<file path="src/rtl/fetch_pkg.sv">
// Shared types and constants for the instruction fetch front end.
package fetch_pkg;

  localparam int unsigned INSTR_MEM_TAG_WIDTH = 2;
  localparam int unsigned FETCH_WIDTH         = 32;
  localparam int unsigned FETCH_DEPTH         = 1024;
  localparam int unsigned FETCH_ADDR_W        = $clog2(FETCH_DEPTH * FETCH_WIDTH / 8);
  localparam int unsigned FETCH_BYTES         = FETCH_WIDTH / 8;

  typedef struct packed {
    logic [FETCH_ADDR_W-1:0] pc;
    logic [FETCH_WIDTH-1:0]  instr;
  } fetch_entry_t;

  function automatic int unsigned fetch_bytes(input int unsigned width);
    return width / 8;
  endfunction

endpackage

</file>
<file path="src/rtl/fetch_fifo.sv">
// Synchronous FIFO with flush, occupancy count and a registered head entry.
module fetch_fifo #(
  parameter int unsigned DATA_W = 44,
  parameter int unsigned DEPTH  = 4,
  localparam int unsigned PTR_W = $clog2(DEPTH),
  localparam int unsigned CNT_W = $clog2(DEPTH) + 1
) (
  input  logic              clk,
  input  logic              rst,
  input  logic              flush,
  input  logic              push,
  input  logic [DATA_W-1:0] push_data,
  input  logic              pop,
  output logic              head_valid,
  output logic [DATA_W-1:0] head_data,
  output logic [CNT_W-1:0]  count
);

  logic [DATA_W-1:0] mem_q [DEPTH];
  logic [PTR_W-1:0]  wr_ptr_q, wr_ptr_d, rd_ptr_q, rd_ptr_d;
  logic [CNT_W-1:0]  count_q, count_d;
  logic              head_valid_q, head_valid_d;
  logic [DATA_W-1:0] head_data_q, head_data_d;
  logic              do_push, do_pop;

  always_comb begin
    do_push  = push & ~flush;
    do_pop   = pop & (count_q != '0) & ~flush;
    wr_ptr_d = wr_ptr_q + PTR_W'(do_push);
    rd_ptr_d = rd_ptr_q + PTR_W'(do_pop);
    count_d  = count_q + CNT_W'(do_push) - CNT_W'(do_pop);
    if (flush) begin
      wr_ptr_d = '0;
      rd_ptr_d = '0;
      count_d  = '0;
    end
    head_valid_d = (count_d != '0);
    head_data_d  = '0;
    // The new head may be the entry being written on this very edge.
    if (count_d != '0) begin
      head_data_d = (do_push && (wr_ptr_q == rd_ptr_d)) ? push_data : mem_q[rd_ptr_d];
    end
  end

  always_ff @(posedge clk) begin
    if (do_push) begin
      mem_q[wr_ptr_q] <= push_data;
    end
  end

  always_ff @(posedge clk or posedge rst) begin
    if (rst) begin
      wr_ptr_q     <= '0;
      rd_ptr_q     <= '0;
      count_q      <= '0;
      head_valid_q <= 1'b0;
      head_data_q  <= '0;
    end else begin
      wr_ptr_q     <= wr_ptr_d;
      rd_ptr_q     <= rd_ptr_d;
      count_q      <= count_d;
      head_valid_q <= head_valid_d;
      head_data_q  <= head_data_d;
    end
  end

  assign head_valid = head_valid_q;
  assign head_data  = head_data_q;
  assign count      = count_q;

endmodule

</file>
<file path="src/rtl/instr_fetch_ctrl.sv">
// Instruction fetch requester: sequential PC generation, epoch-tagged iccm reads and a
// small instruction buffer feeding decode.
module instr_fetch_ctrl
  import fetch_pkg::*;
#(
  parameter int unsigned       WIDTH      = FETCH_WIDTH,
  parameter int unsigned       DEPTH      = FETCH_DEPTH,
  parameter int unsigned       ADDR_W     = $clog2(DEPTH * WIDTH / 8),
  parameter logic [ADDR_W-1:0] RESET_PC   = '0,
  parameter int unsigned       FIFO_DEPTH = 4,
  parameter int unsigned       TAG_W      = INSTR_MEM_TAG_WIDTH
) (
  input  logic              clk,
  input  logic              rst,
  input  logic              fetch_en,
  input  logic              redirect_valid,
  input  logic [ADDR_W-1:0] redirect_pc,
  output logic [ADDR_W-1:0] imem_raddr,
  output logic              imem_req,
  output logic [TAG_W-1:0]  imem_tag,
  input  logic [WIDTH-1:0]  imem_rdata,
  input  logic              imem_rvalid,
  input  logic [TAG_W-1:0]  imem_rtag,
  output logic              inst_valid,
  output logic [WIDTH-1:0]  inst_data,
  output logic [ADDR_W-1:0] inst_pc,
  input  logic              inst_ready
);

  localparam int unsigned FetchBytes = fetch_bytes(WIDTH);
  localparam int unsigned CntW       = $clog2(FIFO_DEPTH) + 1;
  localparam int unsigned EntryW     = ADDR_W + WIDTH;
  localparam logic [ADDR_W-1:0] AlignMask = ~ADDR_W'(FetchBytes - 1);

  logic [ADDR_W-1:0] pc_q, pc_d, inflight_pc_q, inflight_pc_d, ea;
  logic [TAG_W-1:0]  epoch_q, epoch_d, ep;
  logic              inflight_q, inflight_d;
  logic [CntW-1:0]   fifo_count, occ;
  logic              issue, accept, pop, head_valid;
  logic [EntryW-1:0] head_data;

  always_comb begin
    ea     = redirect_valid ? (redirect_pc & AlignMask) : pc_q;
    ep     = epoch_q + TAG_W'(redirect_valid);
    occ    = redirect_valid ? '0 : fifo_count;
    // Credit check counts the in-flight slot so the buffer can never overflow.
    issue  = fetch_en & ~rst & ((int'(occ) + int'(inflight_q)) < int'(FIFO_DEPTH));
    accept = imem_rvalid & inflight_q & (imem_rtag == epoch_q) & ~redirect_valid;
    pop    = head_valid & inst_ready & ~redirect_valid;
  end

  always_comb begin
    pc_d          = pc_q;
    inflight_d    = issue;
    inflight_pc_d = inflight_pc_q;
    epoch_d       = ep;
    if (issue) begin
      pc_d          = ea + ADDR_W'(FetchBytes);
      inflight_pc_d = ea;
    end else if (redirect_valid) begin
      pc_d = ea;
    end
  end

  always_ff @(posedge clk or posedge rst) begin
    if (rst) begin
      pc_q          <= RESET_PC;
      epoch_q       <= '0;
      inflight_q    <= 1'b0;
      inflight_pc_q <= '0;
    end else begin
      pc_q          <= pc_d;
      epoch_q       <= epoch_d;
      inflight_q    <= inflight_d;
      inflight_pc_q <= inflight_pc_d;
    end
  end

  fetch_fifo #(
    .DATA_W (EntryW),
    .DEPTH  (FIFO_DEPTH)
  ) u_fifo (
    .clk        (clk),
    .rst        (rst),
    .flush      (redirect_valid),
    .push       (accept),
    .push_data  ({inflight_pc_q, imem_rdata}),
    .pop        (pop),
    .head_valid (head_valid),
    .head_data  (head_data),
    .count      (fifo_count)
  );

  assign imem_req   = issue;
  assign imem_raddr = ea;
  assign imem_tag   = ep;
  assign inst_valid = head_valid;
  assign inst_pc    = head_data[EntryW-1:WIDTH];
  assign inst_data  = head_data[WIDTH-1:0];

endmodule

</file>
<file path="config.mk">
export PLATFORM = sky130hd
export DESIGN_NAME = instr_fetch_ctrl
export DESIGN_NICKNAME = d
export VERILOG_FILES = /design/src/rtl/fetch_pkg.sv /design/src/rtl/fetch_fifo.sv /design/src/rtl/instr_fetch_ctrl.sv
export SDC_FILE = /design/constraint.sdc
export NUM_CORES = 1
export LEC_CHECK = 0
export BUFFER_PORTS_ARGS = -buffer_cell sky130_fd_sc_hd__buf_2
export CAP_MARGIN = 20
export CORE_UTILIZATION = 30
export DETAILED_ROUTE_END_ITERATION = 10
export GPL_TIMING_DRIVEN = 0
export PLACE_DENSITY_LB_ADDON = 0.08
export SETUP_SLACK_MARGIN = 0.05
export SLEW_MARGIN = 20
export SYNTH_ARGS = -nofsm -noshare
export SYNTH_HDL_FRONTEND = slang
export SYNTH_SLANG_ARGS = --single-unit
</file>
<file path="constraint.sdc">
create_clock -name clk -period 5.1 [get_ports clk]
set_input_delay 1.02 -clock clk [delete_from_list [all_inputs] [get_ports clk]]
set_output_delay 1.02 -clock clk [all_outputs]
set_load 0.05 [all_outputs]
</file>
==> parameters.txt <==
Parameter                              Value

Logic synthesis
  Register area share after synthesis    70.84%
  Post-synth ARST share    30.98%
  Leading cell type by number of instances after synthesis    edfxtp_1
  Predominant post-synthesis flop cell    edfxtp_1
  Mean instance size in the synthesized netlist    14.73 um^2
  Library cell occupying the most area in the post-synthesis netlist    edfxtp_1
  Register bit count reported by yosys    255
  Nets in the synthesized netlist    755
  Cell count after synthesis    696
  Cell variety after synth    42
  Ranking of synthesized cells by area    edfxtp_1, dfrtp_1, mux2i_1
  Top cell types by occurrence after synthesis    edfxtp_1, mux2i_1, dfrtp_1
  Number of synthesized flops with an enable pin    176
  Number of warnings printed during yosys synthesis    0
  Area of the mapped netlist    10250 um^2
  Fraction of post-synthesis cell area in the top cell type by area    51.56%

Critical path
  Count of buffering cells on the critical path with inverters included    8
  Max FO, Critical Path    10
  Critical path cell sequence    buf_2, buf_4, buf_4, buf_2, buf_2, nor3_1, ha_1, inv_1, ha_1, inv_1, fa_1, xnor2_1, nor2_1, nor3_2, buf_2, nor2_1
  Delay of the slowest critical-path stage    680 ps
  Type of element launching the critical path    input port
  CP Data Required Time    5510 ps
  CP Capture Type    flop
  CP most frequent cell    buf_2
  Type of the worst setup path    in -> reg
  Cell family contributing the most delay on the critical path    buffers and inverters
  Slowest stage cell, crit path    nor3_2
  Critical Path AT    4880 ps

Clock tree
  Clock-pin slew on the worst setup and hold paths    60 ps
  CTS tree    built
  Count of cells resized by post-cts repair    0
  Clock tree root driver cell    clkbuf_16
  H-tree levels    1
  Worst-case clock buffer depth    3
  Number of buffers created by CTS    29
  CTS sink count    255
  Later-pin clock latency in the skew report    540 ps
  Number of hold buffers added after CTS    0
  Total setup buffers inserted after CTS    0

STA
  Slew at the pin closest to its max-slew limit    877.6 ps
  Final count of negative-setup-slack endpoints    0
  Part of the cycle the worst path needs    87.78%
  Fmax    0.2234 GHz
  Final hold viol count    0
  Final hold slack    494.0 ps
  Period minus WS final    4477 ps
  Remaining max-slew budget at the tightest pin    41.18%
  Setup repair after global routing missed its margin    false
  Clock skew    7.904 ps
  Final count of pins violating max slew    0
  Total Negative Setup Slacks    0 ps

Route
  Wirelength per Cell    20.40 um
  Residual antenna-violating net count after detailed routing    0
  Pre-Repair DR Iteration Count    4
  1st-iter DRT viols    308
  Remaining design rule violation count    0
  Detailed-route via count    6319
  Number of vias per cell after detailed routing    4.802
  Total Wirelength    26850 um

Power and ir drop
  Clock network fraction of total power    44.1%
  Switching power share of the total    23.37%
  Largest voltage drop on the vdd net    0.0004322 V
  Sequential share of power    48.1%
  Share of power burned in combinational logic    7.8%
  Leak    5.005 nW
  Cell Int Power    3.708 mW
  PwrDens    385.2 nW/um^2
  Net switching component of the power    1.131 mW

Place
  PortBufs    109
  HPWL Detailed    17100 um
  Final GP Congestion    0.7527

Global route
  Antenna violations before repair    1
  Wire length of the first global-routing pass    41760 um
  Global routing usage summed across all routing layers    15.61%
  Aggregate global routing overflow    0
  Via count of the first global-routing pass    6892
  Pin count of the biggest net entering global routing    44

Floorplanning
  Site Rows    67
  Die span in y    186.9 um
  Starting density of the core    30.49%
  Die Outline Area    34910 um^2
  Area of the core    33620 um^2
  Width of the chip    186.9 um
  Count of pins on the block boundary    112

Cells and area
  Post-synthesis to final-layout area growth    22.52%
  Final layout net count    904
  Fraction of the core area covered by cells at the end of the flow    37.36%
  Fraction of layout instances using a drive strength above 1    23.41%

Min path
  Worst hold-check path type    reg -> reg

Outcome
  Result of the run    finished, final reports clean

Job
  Max-capacitance violation count    0
[per-layer routing]
| metal | share of wire [%] | track usage (%) | vias up | routed length, um |
|---|---|---|---|---|
| li1 | - | - | 2929 | - |
| met1 | 45 | 20.45 | 3208 | 12000 |
| met2 | 49 | 26.85 | 156 | 13150 |
| met3 | 5.1 | 3.058 | 26 | 1381 |
| met4 | 1.2 | 3.121 | 0 | 323 |
| met5 | 0 | 0 | - | 0 |
[power by group through the flow]
| stage | Combinational [mW] | Clock (mW) | Sequential, mW |
|---|---|---|---|
| 3_5_place_dp | 0.385 | 0 | 2.37 |
| 6_report | 0.380 | 2.13 | 2.33 |
| 5_1_grt | 0.412 | 2.30 | 2.33 |
| 4_1_cts | 0.387 | 2.20 | 2.33 |
| 3_3_place_gp | 0.375 | 0 | 2.37 |
| 2_1_floorplan | 0.226 | 0 | 2.39 |
[final timing paths]
check                           startpoint              endpoint  slack, ps  cells after the start
max                         redirect_valid  u_fifo.head_data[32]        620                     16
max reg2reg                u_fifo.count[1]  u_fifo.head_data[32]       1670                     12
max in group asynchronous              rst  u_fifo.head_data[19]       3930                      3
min reg2reg                        pc_q[0]               pc_q[0]        490                      1
min in group asynchronous              rst              pc_q[10]        530                      2
min                                pc_q[0]               pc_q[0]        490                      1
[layout make-up]
type	instances	area (um^2)
buffer	50	284.0
multi-input combinational	374	2669
antenna	1	2.502
clock buffer	34	764.5
clock inverter	19	222.7
tap	448	560.5
sequential	255	7262
fill	3227	21060
timing repair buffer	118	728.2
inverter	17	66.31
[cells by family (layout without fill, tap and decap cells)]
kind of cell,Yosys count,after routing,share of synthesized area [%]
flip-flops,255,255,70.84
AO/OA/AOI/OAI,156,156,9.484
multiplexers,100,100,9.789
AND/OR/NAND/NOR,98,98,4.455
buffers and inverters,67,238,3.393
XOR/XNOR,13,13,1.111
adder cells (fa/ha/maj),7,7,0.9276
other,0,1,0
[per-stage QoR]
step	setup slack, ps	cells	cell area [um^2]	power, mW
2_1_floorplan	1162	696	10260	2.618
3_3_place_gp	-993.4	1253	11360	2.741
3_5_place_dp	-43.40	1262	11570	2.754
5_1_grt	345.2	1315	12560	5.042
4_1_cts	525.3	1315	12560	4.912
6_report	623.4	1316	12560	4.838
[registers in the layout, indices dropped and copies added, names as in the netlist]
signal and flops:
epoch_q 2, inflight_pc_q 12, inflight_q 1, pc_q 12, u_fifo.count 3, u_fifo.head_data 44
u_fifo.head_valid 1, u_fifo.mem_q 176, u_fifo.rd_ptr_q 2, u_fifo.wr_ptr_q 2
[cells in the final DEF (no fill, tap or decap), types with 7 or more instances in the layout]
cell type,Yosys,routed
edfxtp_1,176,176
buf_2,14,123
mux2i_1,98,98
dfrtp_1,79,79
nor2_1,55,54
a31oi_1,46,46
a22oi_1,46,46
o21ai_0,44,44
clkbuf_16,0,29
clkbuf_1,23,26
nand2_1,16,16
o21ai_1,11,11
inv_1,10,9
nor2b_1,8,8
xnor2_1,8,8
clkinv_2,0,7
(Power assumes the default switching activity.)
